## config.mk

```make
export PLATFORM = sky130hd
export DESIGN_NAME = draw_fields_flat
export DESIGN_NICKNAME = d
export VERILOG_FILES = /design/src/rtl/game_pkg.sv /design/src/rtl/vga_if.sv /design/src/rtl/draw_fields.sv /design/src/flat_wrapper.sv
export SDC_FILE = /design/constraint.sdc
export NUM_CORES = 1
export LEC_CHECK = 0
export ABC_AREA = 1
export CORE_ASPECT_RATIO = 0.5
export CORE_MARGIN = 2
export CORE_UTILIZATION = 30
export CTS_CLUSTER_SIZE = 16
export DETAILED_ROUTE_END_ITERATION = 8
export GPL_TIMING_DRIVEN = 0
export PLACE_DENSITY = 0.62
export SYNTH_ARGS = -nofsm -noshare
export SYNTH_HDL_FRONTEND = slang
export SYNTH_SLANG_ARGS = --single-unit
```

## constraint.sdc

```tcl
create_clock -name clk -period 1.5 [get_ports clk]
set_input_delay 0.3 -clock clk [delete_from_list [all_inputs] [get_ports clk]]
set_output_delay 0.3 -clock clk [all_outputs]
set_load 0.01 [all_outputs]
```

## src/rtl/game_pkg.sv

```systemverilog
// Shared game-level encodings and the VGA pixel payload used between drawing stages.
package game_pkg;

  localparam int unsigned COORD_W = 11;
  localparam int unsigned RGB_W   = 12;

  typedef enum logic [2:0] {
    MENU      = 3'd0,
    PLAY      = 3'd1,
    GAME_OVER = 3'd2
  } main_state_t;

  typedef struct packed {
    logic [COORD_W-1:0] vcount;
    logic               vsync;
    logic               vblnk;
    logic [COORD_W-1:0] hcount;
    logic               hsync;
    logic               hblnk;
    logic [RGB_W-1:0]   rgb;
  } vga_t;

endpackage

```

## src/rtl/vga_if.sv

```systemverilog
// VGA timing plus rgb bundle passed from one drawing stage to the next.
interface vga_if;

  logic [10:0] vcount;
  logic        vsync;
  logic        vblnk;
  logic [10:0] hcount;
  logic        hsync;
  logic        hblnk;
  logic [11:0] rgb;

  modport in  (input  vcount, vsync, vblnk, hcount, hsync, hblnk, rgb);
  modport out (output vcount, vsync, vblnk, hcount, hsync, hblnk, rgb);

endinterface

```

## src/rtl/draw_fields.sv

```systemverilog
// Overlays minesweeper field graphics onto the board image with a fixed 2-cycle latency.
// Optional build macro DRAW_FIELDS_MINE_REVEAL_EN shows mines once the game is frozen.
module draw_fields #(
  parameter logic [10:0] BOARD_XPOS = 11'd192,
  parameter logic [10:0] BOARD_YPOS = 11'd112,
  parameter int unsigned FIELD_SIZE = 32,
  parameter int unsigned GRID       = 8
) (
  input  logic       clk,
  input  logic       rst,
  input  logic [2:0] main_state,
  vga_if.in          in,
  vga_if.out         out,
  output logic [7:0] field_addr,
  input  logic [3:0] field_data
);

  localparam int unsigned OFF_W      = $clog2(FIELD_SIZE);
  localparam int unsigned BOARD_PIX  = GRID * FIELD_SIZE;
  localparam logic [10:0] BOARD_XEND = BOARD_XPOS + 11'(BOARD_PIX);
  localparam logic [10:0] BOARD_YEND = BOARD_YPOS + 11'(BOARD_PIX);
  localparam logic [OFF_W-1:0] SQ_LO = OFF_W'(FIELD_SIZE / 4);
  localparam logic [OFF_W-1:0] SQ_HI = OFF_W'(3 * FIELD_SIZE / 4);

  typedef enum logic [1:0] {
    IDLE   = 2'd0,
    DRAW   = 2'd1,
    FROZEN = 2'd2
  } state_t;

  state_t state, state_nxt;

  logic             frame_start;
  logic             in_board;
  logic [10:0]      h_rel, v_rel;
  logic [3:0]       col, row;

  game_pkg::vga_t   pipe1;
  logic             in_board1;
  logic [OFF_W-1:0] h_off1, v_off1;

  logic             revealed;
  logic             in_square;
  logic             on_edge;
  logic [11:0]      rgb_nxt;

  function automatic logic [11:0] num_color(input logic [3:0] n);
    case (n)
      4'd1:    return 12'h00F;
      4'd2:    return 12'h080;
      4'd3:    return 12'hF00;
      4'd4:    return 12'h008;
      4'd5:    return 12'h800;
      4'd6:    return 12'h088;
      4'd7:    return 12'h000;
      4'd8:    return 12'h888;
      default: return 12'hBBB;
    endcase
  endfunction

  // Cycle 0: board hit test and field coordinates (shifts only).
  always_comb begin
    frame_start = (in.hcount == 11'd0) && (in.vcount == 11'd0);
    in_board    = (in.hcount >= BOARD_XPOS) && (in.hcount < BOARD_XEND) &&
                  (in.vcount >= BOARD_YPOS) && (in.vcount < BOARD_YEND);
    h_rel       = in.hcount - BOARD_XPOS;
    v_rel       = in.vcount - BOARD_YPOS;
    col         = 4'(h_rel >> OFF_W);
    row         = 4'(v_rel >> OFF_W);
  end

  // Stage 1: RAM address, in-field offsets and delayed timing.
  always_ff @(posedge clk) begin
    if (rst) begin
      pipe1      <= '0;
      in_board1  <= 1'b0;
      h_off1     <= '0;
      v_off1     <= '0;
      field_addr <= 8'h00;
    end else begin
      pipe1.vcount <= in.vcount;
      pipe1.vsync  <= in.vsync;
      pipe1.vblnk  <= in.vblnk;
      pipe1.hcount <= in.hcount;
      pipe1.hsync  <= in.hsync;
      pipe1.hblnk  <= in.hblnk;
      pipe1.rgb    <= in.rgb;
      in_board1    <= in_board;
      h_off1       <= h_rel[OFF_W-1:0];
      v_off1       <= v_rel[OFF_W-1:0];
      if (in_board) begin
        field_addr <= {row, col};
      end
    end
  end

  // State only moves at frame start so a whole frame is drawn in one mode.
  always_ff @(posedge clk) begin
    if (rst) begin
      state <= IDLE;
    end else begin
      state <= state_nxt;
    end
  end

  always_comb begin
    state_nxt = state;
    if (frame_start) begin
      case (state)
        IDLE: begin
          if (main_state == game_pkg::PLAY) state_nxt = DRAW;
        end
        DRAW: begin
          if (main_state == game_pkg::GAME_OVER) state_nxt = FROZEN;
        end
        FROZEN: begin
          if (main_state == game_pkg::PLAY) begin
            state_nxt = DRAW;
          end else if (main_state != game_pkg::GAME_OVER) begin
            state_nxt = IDLE;
          end
        end
        default: state_nxt = IDLE;
      endcase
    end
  end

  // Stage 2 colour: covered fields let the bevelled button from upstream show through.
  always_comb begin
    rgb_nxt   = pipe1.rgb;
    revealed  = (field_data <= 4'd8);
    in_square = (h_off1 >= SQ_LO) && (h_off1 < SQ_HI) &&
                (v_off1 >= SQ_LO) && (v_off1 < SQ_HI);
    on_edge   = (h_off1 == '0) || (v_off1 == '0);
    if ((state != IDLE) && in_board1) begin
      if (revealed) begin
        rgb_nxt = 12'hBBB;
        if ((field_data != 4'd0) && in_square) rgb_nxt = num_color(field_data);
        if (on_edge) rgb_nxt = 12'h777;
      end else if (field_data == 4'd10) begin
        if (in_square) rgb_nxt = 12'hF80;
      end
`ifdef DRAW_FIELDS_MINE_REVEAL_EN
      else if ((field_data == 4'd11) && (state == FROZEN)) begin
        rgb_nxt = in_square ? 12'h000 : 12'hF00;
      end
`endif
    end
    if (pipe1.hblnk || pipe1.vblnk) rgb_nxt = 12'h000;
  end

  always_ff @(posedge clk) begin
    if (rst) begin
      out.vcount <= 11'd0;
      out.vsync  <= 1'b0;
      out.vblnk  <= 1'b0;
      out.hcount <= 11'd0;
      out.hsync  <= 1'b0;
      out.hblnk  <= 1'b0;
      out.rgb    <= 12'h000;
    end else begin
      out.vcount <= pipe1.vcount;
      out.vsync  <= pipe1.vsync;
      out.vblnk  <= pipe1.vblnk;
      out.hcount <= pipe1.hcount;
      out.hsync  <= pipe1.hsync;
      out.hblnk  <= pipe1.hblnk;
      out.rgb    <= rgb_nxt;
    end
  end

endmodule

```

## src/flat_wrapper.sv

```systemverilog
// flat-port wrapper written by rule: the top's interface ports become plain ports
module draw_fields_flat 
#(
  parameter logic [10:0] BOARD_XPOS = 11'd192,
  parameter logic [10:0] BOARD_YPOS = 11'd112,
  parameter int unsigned FIELD_SIZE = 32,
  parameter int unsigned GRID       = 8
)
  (clk, rst, main_state, field_addr, field_data, in_vcount, in_vsync, in_vblnk, in_hcount, in_hsync, in_hblnk, in_rgb, out_vcount, out_vsync, out_vblnk, out_hcount, out_hsync, out_hblnk, out_rgb);
  vga_if in_i ();
  vga_if out_i ();
  input  logic clk;
  input  logic rst;
  input  logic [2:0] main_state;
  output logic [7:0] field_addr;
  input  logic [3:0] field_data;
  input wire logic [$bits(in_i.vcount)-1:0] in_vcount;
  input wire logic [$bits(in_i.vsync)-1:0] in_vsync;
  input wire logic [$bits(in_i.vblnk)-1:0] in_vblnk;
  input wire logic [$bits(in_i.hcount)-1:0] in_hcount;
  input wire logic [$bits(in_i.hsync)-1:0] in_hsync;
  input wire logic [$bits(in_i.hblnk)-1:0] in_hblnk;
  input wire logic [$bits(in_i.rgb)-1:0] in_rgb;
  output wire logic [$bits(out_i.vcount)-1:0] out_vcount;
  output wire logic [$bits(out_i.vsync)-1:0] out_vsync;
  output wire logic [$bits(out_i.vblnk)-1:0] out_vblnk;
  output wire logic [$bits(out_i.hcount)-1:0] out_hcount;
  output wire logic [$bits(out_i.hsync)-1:0] out_hsync;
  output wire logic [$bits(out_i.hblnk)-1:0] out_hblnk;
  output wire logic [$bits(out_i.rgb)-1:0] out_rgb;
  assign in_i.vcount = in_vcount;
  assign in_i.vsync = in_vsync;
  assign in_i.vblnk = in_vblnk;
  assign in_i.hcount = in_hcount;
  assign in_i.hsync = in_hsync;
  assign in_i.hblnk = in_hblnk;
  assign in_i.rgb = in_rgb;
  assign out_vcount = out_i.vcount;
  assign out_vsync = out_i.vsync;
  assign out_vblnk = out_i.vblnk;
  assign out_hcount = out_i.hcount;
  assign out_hsync = out_i.hsync;
  assign out_hblnk = out_i.hblnk;
  assign out_rgb = out_i.rgb;
  draw_fields #(.BOARD_XPOS(BOARD_XPOS), .BOARD_YPOS(BOARD_YPOS), .FIELD_SIZE(FIELD_SIZE), .GRID(GRID)) u_core (.clk(clk), .rst(rst), .main_state(main_state), .in(in_i), .out(out_i), .field_addr(field_addr), .field_data(field_data));
endmodule
```

=== Word-level counts from Yosys, hierarchy flattened ===
Memories as Yosys holds them, arrays and structs flattened.
Index checks and enable logic that the tools add are counted.
Widths: inputs -> output; s select.

* $add $sub $neg: 2
* Reduce and logical (&&, ||, !) cells: 20
* Magnitude comparators: 9
* Mux-type cells: 11
* Equality and inequality tests: 9

{| class="wikitable"
|+ Operators with widths
! kind !! number
|-
| $mux 12 || 6
|-
| $logic_not 11->1 || 2
|-
| $lt 11x9->1 const B || 2
|-
| $ge 11x7->1 const B || 1
|-
| $ge 11x8->1 const B || 1
|-
| $ge 5x4->1 const B || 2
|-
| $logic_not 5->1 || 2
|-
| $lt 5x5->1 const B || 2
|-
| $logic_and 1x1->1 || 9
|-
| $sub 9x7->9 const B || 1
|-
| $sub 9x8->9 const B || 1
|-
| $mux 2 || 4
|-
| $pmux 2 s3 || 1
|-
| $eq 4x4->1 const B || 1
|-
| $le 4x4->1 const B || 1
|-
| $ne 2x1->1 const B || 2
|-
| $reduce_and 4->1 || 1
|-
| $reduce_bool 4->1 || 1
|-
| $eq 3x1->1 const B || 1
|-
| $eq 3x2->1 const B || 1
|-
| $ne 3x1->1 const B || 1
|-
| $ne 3x2->1 const B || 1
|-
| $eq 2x1->1 const B || 1
|-
| $eq 2x2->1 const B || 1
|-
| 4 further kinds || 5
|}

* Bits of input ports: 47
* Memories kept: 1
* Logic and storage cells: 71
* Bits in read-only memories: 176
* Output and inout port bits: 46
* Flip-flop bits (word level): 97

{| class="wikitable"
|+ Memories
! name !! depth !! width !! rd ports !! clocked after memory_dff !! wr ports !! line !! text
|-
| (no name shown) || 16 || 11 || 1 || 0 || 0 || draw_fields.sv:48 || <nowiki>case (n)</nowiki>
|}

=== Longest topological paths before layout ===
* Depth in word-level cells: 9
* Depth in mapped cells: 11
* Mapped depth without buffers: 11

=== Worst setup path before layout ===
No wires, ideal clock.

* Path kind: input -> register
* From: in in_vcount[4]
* To: reg u_core.field_addr[7]
* Cell stages on the path: 8
* Path slack: 207 ps
* Library setup time: 113 ps
* Data arrival time: 1180 ps
* Cell sequence: ha_1 > nand2_1 > nor2_2 > nor2_2 > nor2_8 > buf_12 > a21oi_2 > nor2_2

* Cells in the longest elaborated chain, start to end: 3
* Elaborated cells between the ends (all ways): 5

{| class="wikitable"
|+ Ends and longest elaborated chain
! element !! line !! text
|-
| start, declared || flat_wrapper.sv:17 || <nowiki>input wire logic [$bits(in_i.vcount)-1:0] in_vcount;</nowiki>
|-
| $ge 11x7->1 || draw_fields.sv:65 || <nowiki>(in.vcount >= BOARD_YPOS) && (in.vcount < BOARD_YEND);</nowiki>
|-
| $logic_and 1x1->1 || draw_fields.sv:64 || <nowiki>in_board = (in.hcount >= BOARD_XPOS) && (in.hcount < BOARD_XEND) &&</nowiki>
|-
| $logic_and 1x1->1 || draw_fields.sv:65 ||
|-
| end signal, assigned || draw_fields.sv:92 || <nowiki>field_addr <= {row, col};</nowiki>
|-
| end, declared || draw_fields.sv:14 || <nowiki>output logic [7:0] field_addr,</nowiki>
|}

Parallel ways exist; a longest one is shown, timed or not.
A chain may end at the register's enable or synchronous reset.

=== Worst setup path after layout ===
* From: reg u_core.out.vcount[7]
* To: out out_vcount[7]

{| class="wikitable"
|+ RTL lines
! element !! line !! text
|-
| start, declared || vga_if.sv:13 || <nowiki>modport out (output vcount, vsync, vblnk, hcount, hsync, hblnk, rgb);</nowiki>
|-
| end, declared || flat_wrapper.sv:24 || <nowiki>output wire logic [$bits(out_i.vcount)-1:0] out_vcount;</nowiki>
|}

No word-level cell between the ends.

==> flow_metrics.env <==
export IMPL_drtIter0Drc=120
export IMPL_vias=2807
export IMPL_yosys_area_share_simple_pct=27.2
export IMPL_hold_class="in -> reg"
export IMPL_total_leakage_power_nw=2.63
export IMPL_rrSetupSlack_ns=0.17
export IMPL_root_buffer="clkbuf_16"
export IMPL_drc=0
export IMPL_fin_ws_ns=0.0346
export IMPL_ant_nets=0
export IMPL_firstDrtPassIters=4
export IMPL_arrival_ns=1.17
export IMPL_synth_seq_cells=88
export IMPL_max_stage_delay_ns=0.52
export IMPL_fin_area_um2=4990
export IMPL_critPathRequiredTime_ns=1.20
export IMPL_clock_fmax_ghz=0.682
export IMPL_cts_tree="done"
export IMPL_p_per_area_nw_per_um2=1060
export IMPL_crit_reg2reg_launch="u_core.state[0]$_SDFFE_PP0P_"
export IMPL_critPathKind="reg -> out"
export IMPL_maxCapViolCount=0
export IMPL_cp_slowest_cell="clkdlybuf4s50_1"
export IMPL_worstSetupEndpointType="primary output"
export IMPL_min_to="u_core.pipe1[37]$_SDFF_PP0_"
export IMPL_ys_flop_type="dfxtp_1"
export IMPL_syn_area_per_cell_um2=7.94
export IMPL_synth_top_family_by_area="simple AND/OR/NAND/NOR gates"
export IMPL_synth_adder_area_share_pct=3.27
export IMPL_fin_tns_setup_ns=0
export IMPL_mostFrequentLayoutCell="nor2_1"
export IMPL_hold_viol_final=0
export IMPL_die_w_um=155
export IMPL_avgViaCountPerCell=4.05
export IMPL_synth_xor_area_share_pct=1.02
export IMPL_ys_seq_area_share_pct=51.2
export IMPL_setup_violations=0
export IMPL_layout_common_cells="nor2_1, dfxtp_1, inv_1"
export IMPL_worstMarginPinSlew_ns=0.515
export IMPL_io_buffers=91
export IMPL_ys_types=31
export IMPL_synth_edf_count=0
export IMPL_worst_path_max_fanout=1
export IMPL_dp_slack_ns=-0.573
export IMPL_clock_skew_final_ns=0.00463
export IMPL_status="completed"
export IMPL_core_um2=11100
export IMPL_max_vdd_ir_drop_uv=493
export IMPL_rows=27
export IMPL_clk_pin_slew_ns=0.06
export IMPL_fillerInstances=1105
export IMPL_hp_start="in_vcount[10]"
export IMPL_globalplace_congestion=0.809
export IMPL_numCtsBuffers=9
export IMPL_drt_total_wl_um=7830
export IMPL_area_delta_synth_final_pct=45.2
export IMPL_dp_hpwl_um=5970
export IMPL_clock_sinks=88
export IMPL_ys_async_sr_fraction_pct=0
export IMPL_n_antenna_cell=0
export IMPL_max_slew_margin_pct=65.7
export IMPL_rr_endpoint="u_core.out.rgb[11]$_SDFF_PP0_"
export IMPL_antenna_found_initial=0
export IMPL_die_area_um2=12400
export IMPL_crit_buf_inv=1
export IMPL_avgRoutedWirePerCell_um=11.3
export IMPL_worstSetupStartpointType="register"
export IMPL_post_route_min_period_ns=1.47
export IMPL_crit_path_cell_trace="clkdlybuf4s50_1"
export IMPL_clk_latency_ns=0.33
export IMPL_grt_max_degree=15
export IMPL_hold_depth=3
export IMPL_timing_final_max_slew_violations=0
export IMPL_cts_buffer_depth=2
export IMPL_startpoint="u_core.out.vcount[7]$_SDFF_PP0_"
export IMPL_die_h_um=79.7
export IMPL_ys_warnings_count=0
export IMPL_final_nets=599
export IMPL_synth_compound_area_share_pct=5.49
export IMPL_syn_cell_area_um2=3440
export IMPL_critical_path_top_delay_family="buffers and inverters"
export IMPL_grt_pass1_vias=2572
export IMPL_io_pins=93
export IMPL_grt_usage_pct=13.1
export IMPL_h_tree_depth=3
export IMPL_grt_pass1_wl_um=12300
export IMPL_post_route_period_util_pct=97.7
export IMPL_reg2reg_depth=7
export IMPL_grt_overflow=0
export IMPL_final_util_pct=45.1
export IMPL_initial_core_util_pct=31.0
export IMPL_muxShareOfSynthArea_pct=0
export IMPL_synth_net_count=489
export IMPL_place_area_um2=4530
export IMPL_drive_gt1_share_pct=14.1
export IMPL_syn_inst=433
export IMPL_ctsHoldBuffers=0
[state kept, by name, summed over array words and instances (netlist names)]
name and cells:
u_core.h_off1 4, u_core.out.vsync 1, u_core.out.vcount 11, u_core.out.hcount 11, u_core.in_board1 1, u_core.v_off1 5, u_core.pipe1 30, u_core.out.hsync 1
u_core.out.vblnk 1, u_core.out.hblnk 1, u_core.field_addr 8, u_core.out.rgb 12, u_core.state 2
[logic make-up after synthesis]
family,Yosys count
compound gates,29
buf+inv,98
flops,88
xor+xnor,4
fa+ha+maj,9
simple gates,205
[layer usage]
layer  GRT usage, %  up-vias  part of all wire [%]
met1           16.0     1248                    48
met2           21.5       37                    48
met4           5.05        0                  0.91
met3           4.29        5                   3.7
li1               -     1517                     -
met5              0        -                     0
[stage by stage]
step	std cells	hold slack (ns)	power [W]
2_1_floorplan	433	0.372	0.00278
3_3_place_gp	669	0.390	0.00307
3_5_place_dp	669	0.393	0.00308
4_1_cts	686	0.399	0.00534
5_1_grt	693	0.293	0.00551
6_report	693	0.277	0.00529
[worst max-delay path by stage]
stage / to / depth (start not counted)
floorplan: u_core.field_addr[7]$_SDFFE_PP0P_ / 8
global placement: u_core.out.rgb[11]$_SDFF_PP0_ / 6
detailed placement: u_core.out.rgb[11]$_SDFF_PP0_ / 6
CTS: out_vcount[3] / 1
global route: u_core.field_addr[7]$_SDFFE_PP0P_ / 10
finish: out_vcount[7] / 1
[layout make-up]
cell class	instances	area [µm²]	share of cell area, %
flip-flops and latches	88	1760	35.3
multi-input cells	247	1330	26.6
repair buffers	99	993	19.9
inverters	87	328	6.56
clock buffers	12	256	5.14
well taps	145	181	3.63
plain buffers	11	92.6	1.85
clock inverters	4	52.6	1.05
[what timing repair did]
item | in CTS | in global routing
resized for setup | 34 | 38
endpoints found under the setup margin | 46 | 29
gates cloned | 0 | 1
setup buffers | 1 | 6
pin swaps | 1 | 5
[cells in the mapped netlist (5+ instances only)]
cell type / n / area, µm²
nand4_1: 5 / 31.3
nor2_1: 104 / 390
a21oi_1: 13 / 65.1
inv_1: 81 / 304
nand3_1: 27 / 135
o21ai_1: 5 / 25.0
dfxtp_1: 88 / 1760
ha_1: 9 / 113
nand2_1: 45 / 169
nor2_2: 6 / 37.5
buf_2: 5 / 25.0
a21oi_2: 8 / 70.1
[where the power goes]
group	leakage, nW	internal [W]	switching [W]	total, W
registers	0.725	0.00244	0.0000311	0.00247
clock network	0.153	0.00138	0.000874	0.00226
logic	1.75	0.000272	0.000287	0.000560
total	2.63	0.00409	0.00119	0.00529
Note: power is estimated with default switching activity, not from simulation.
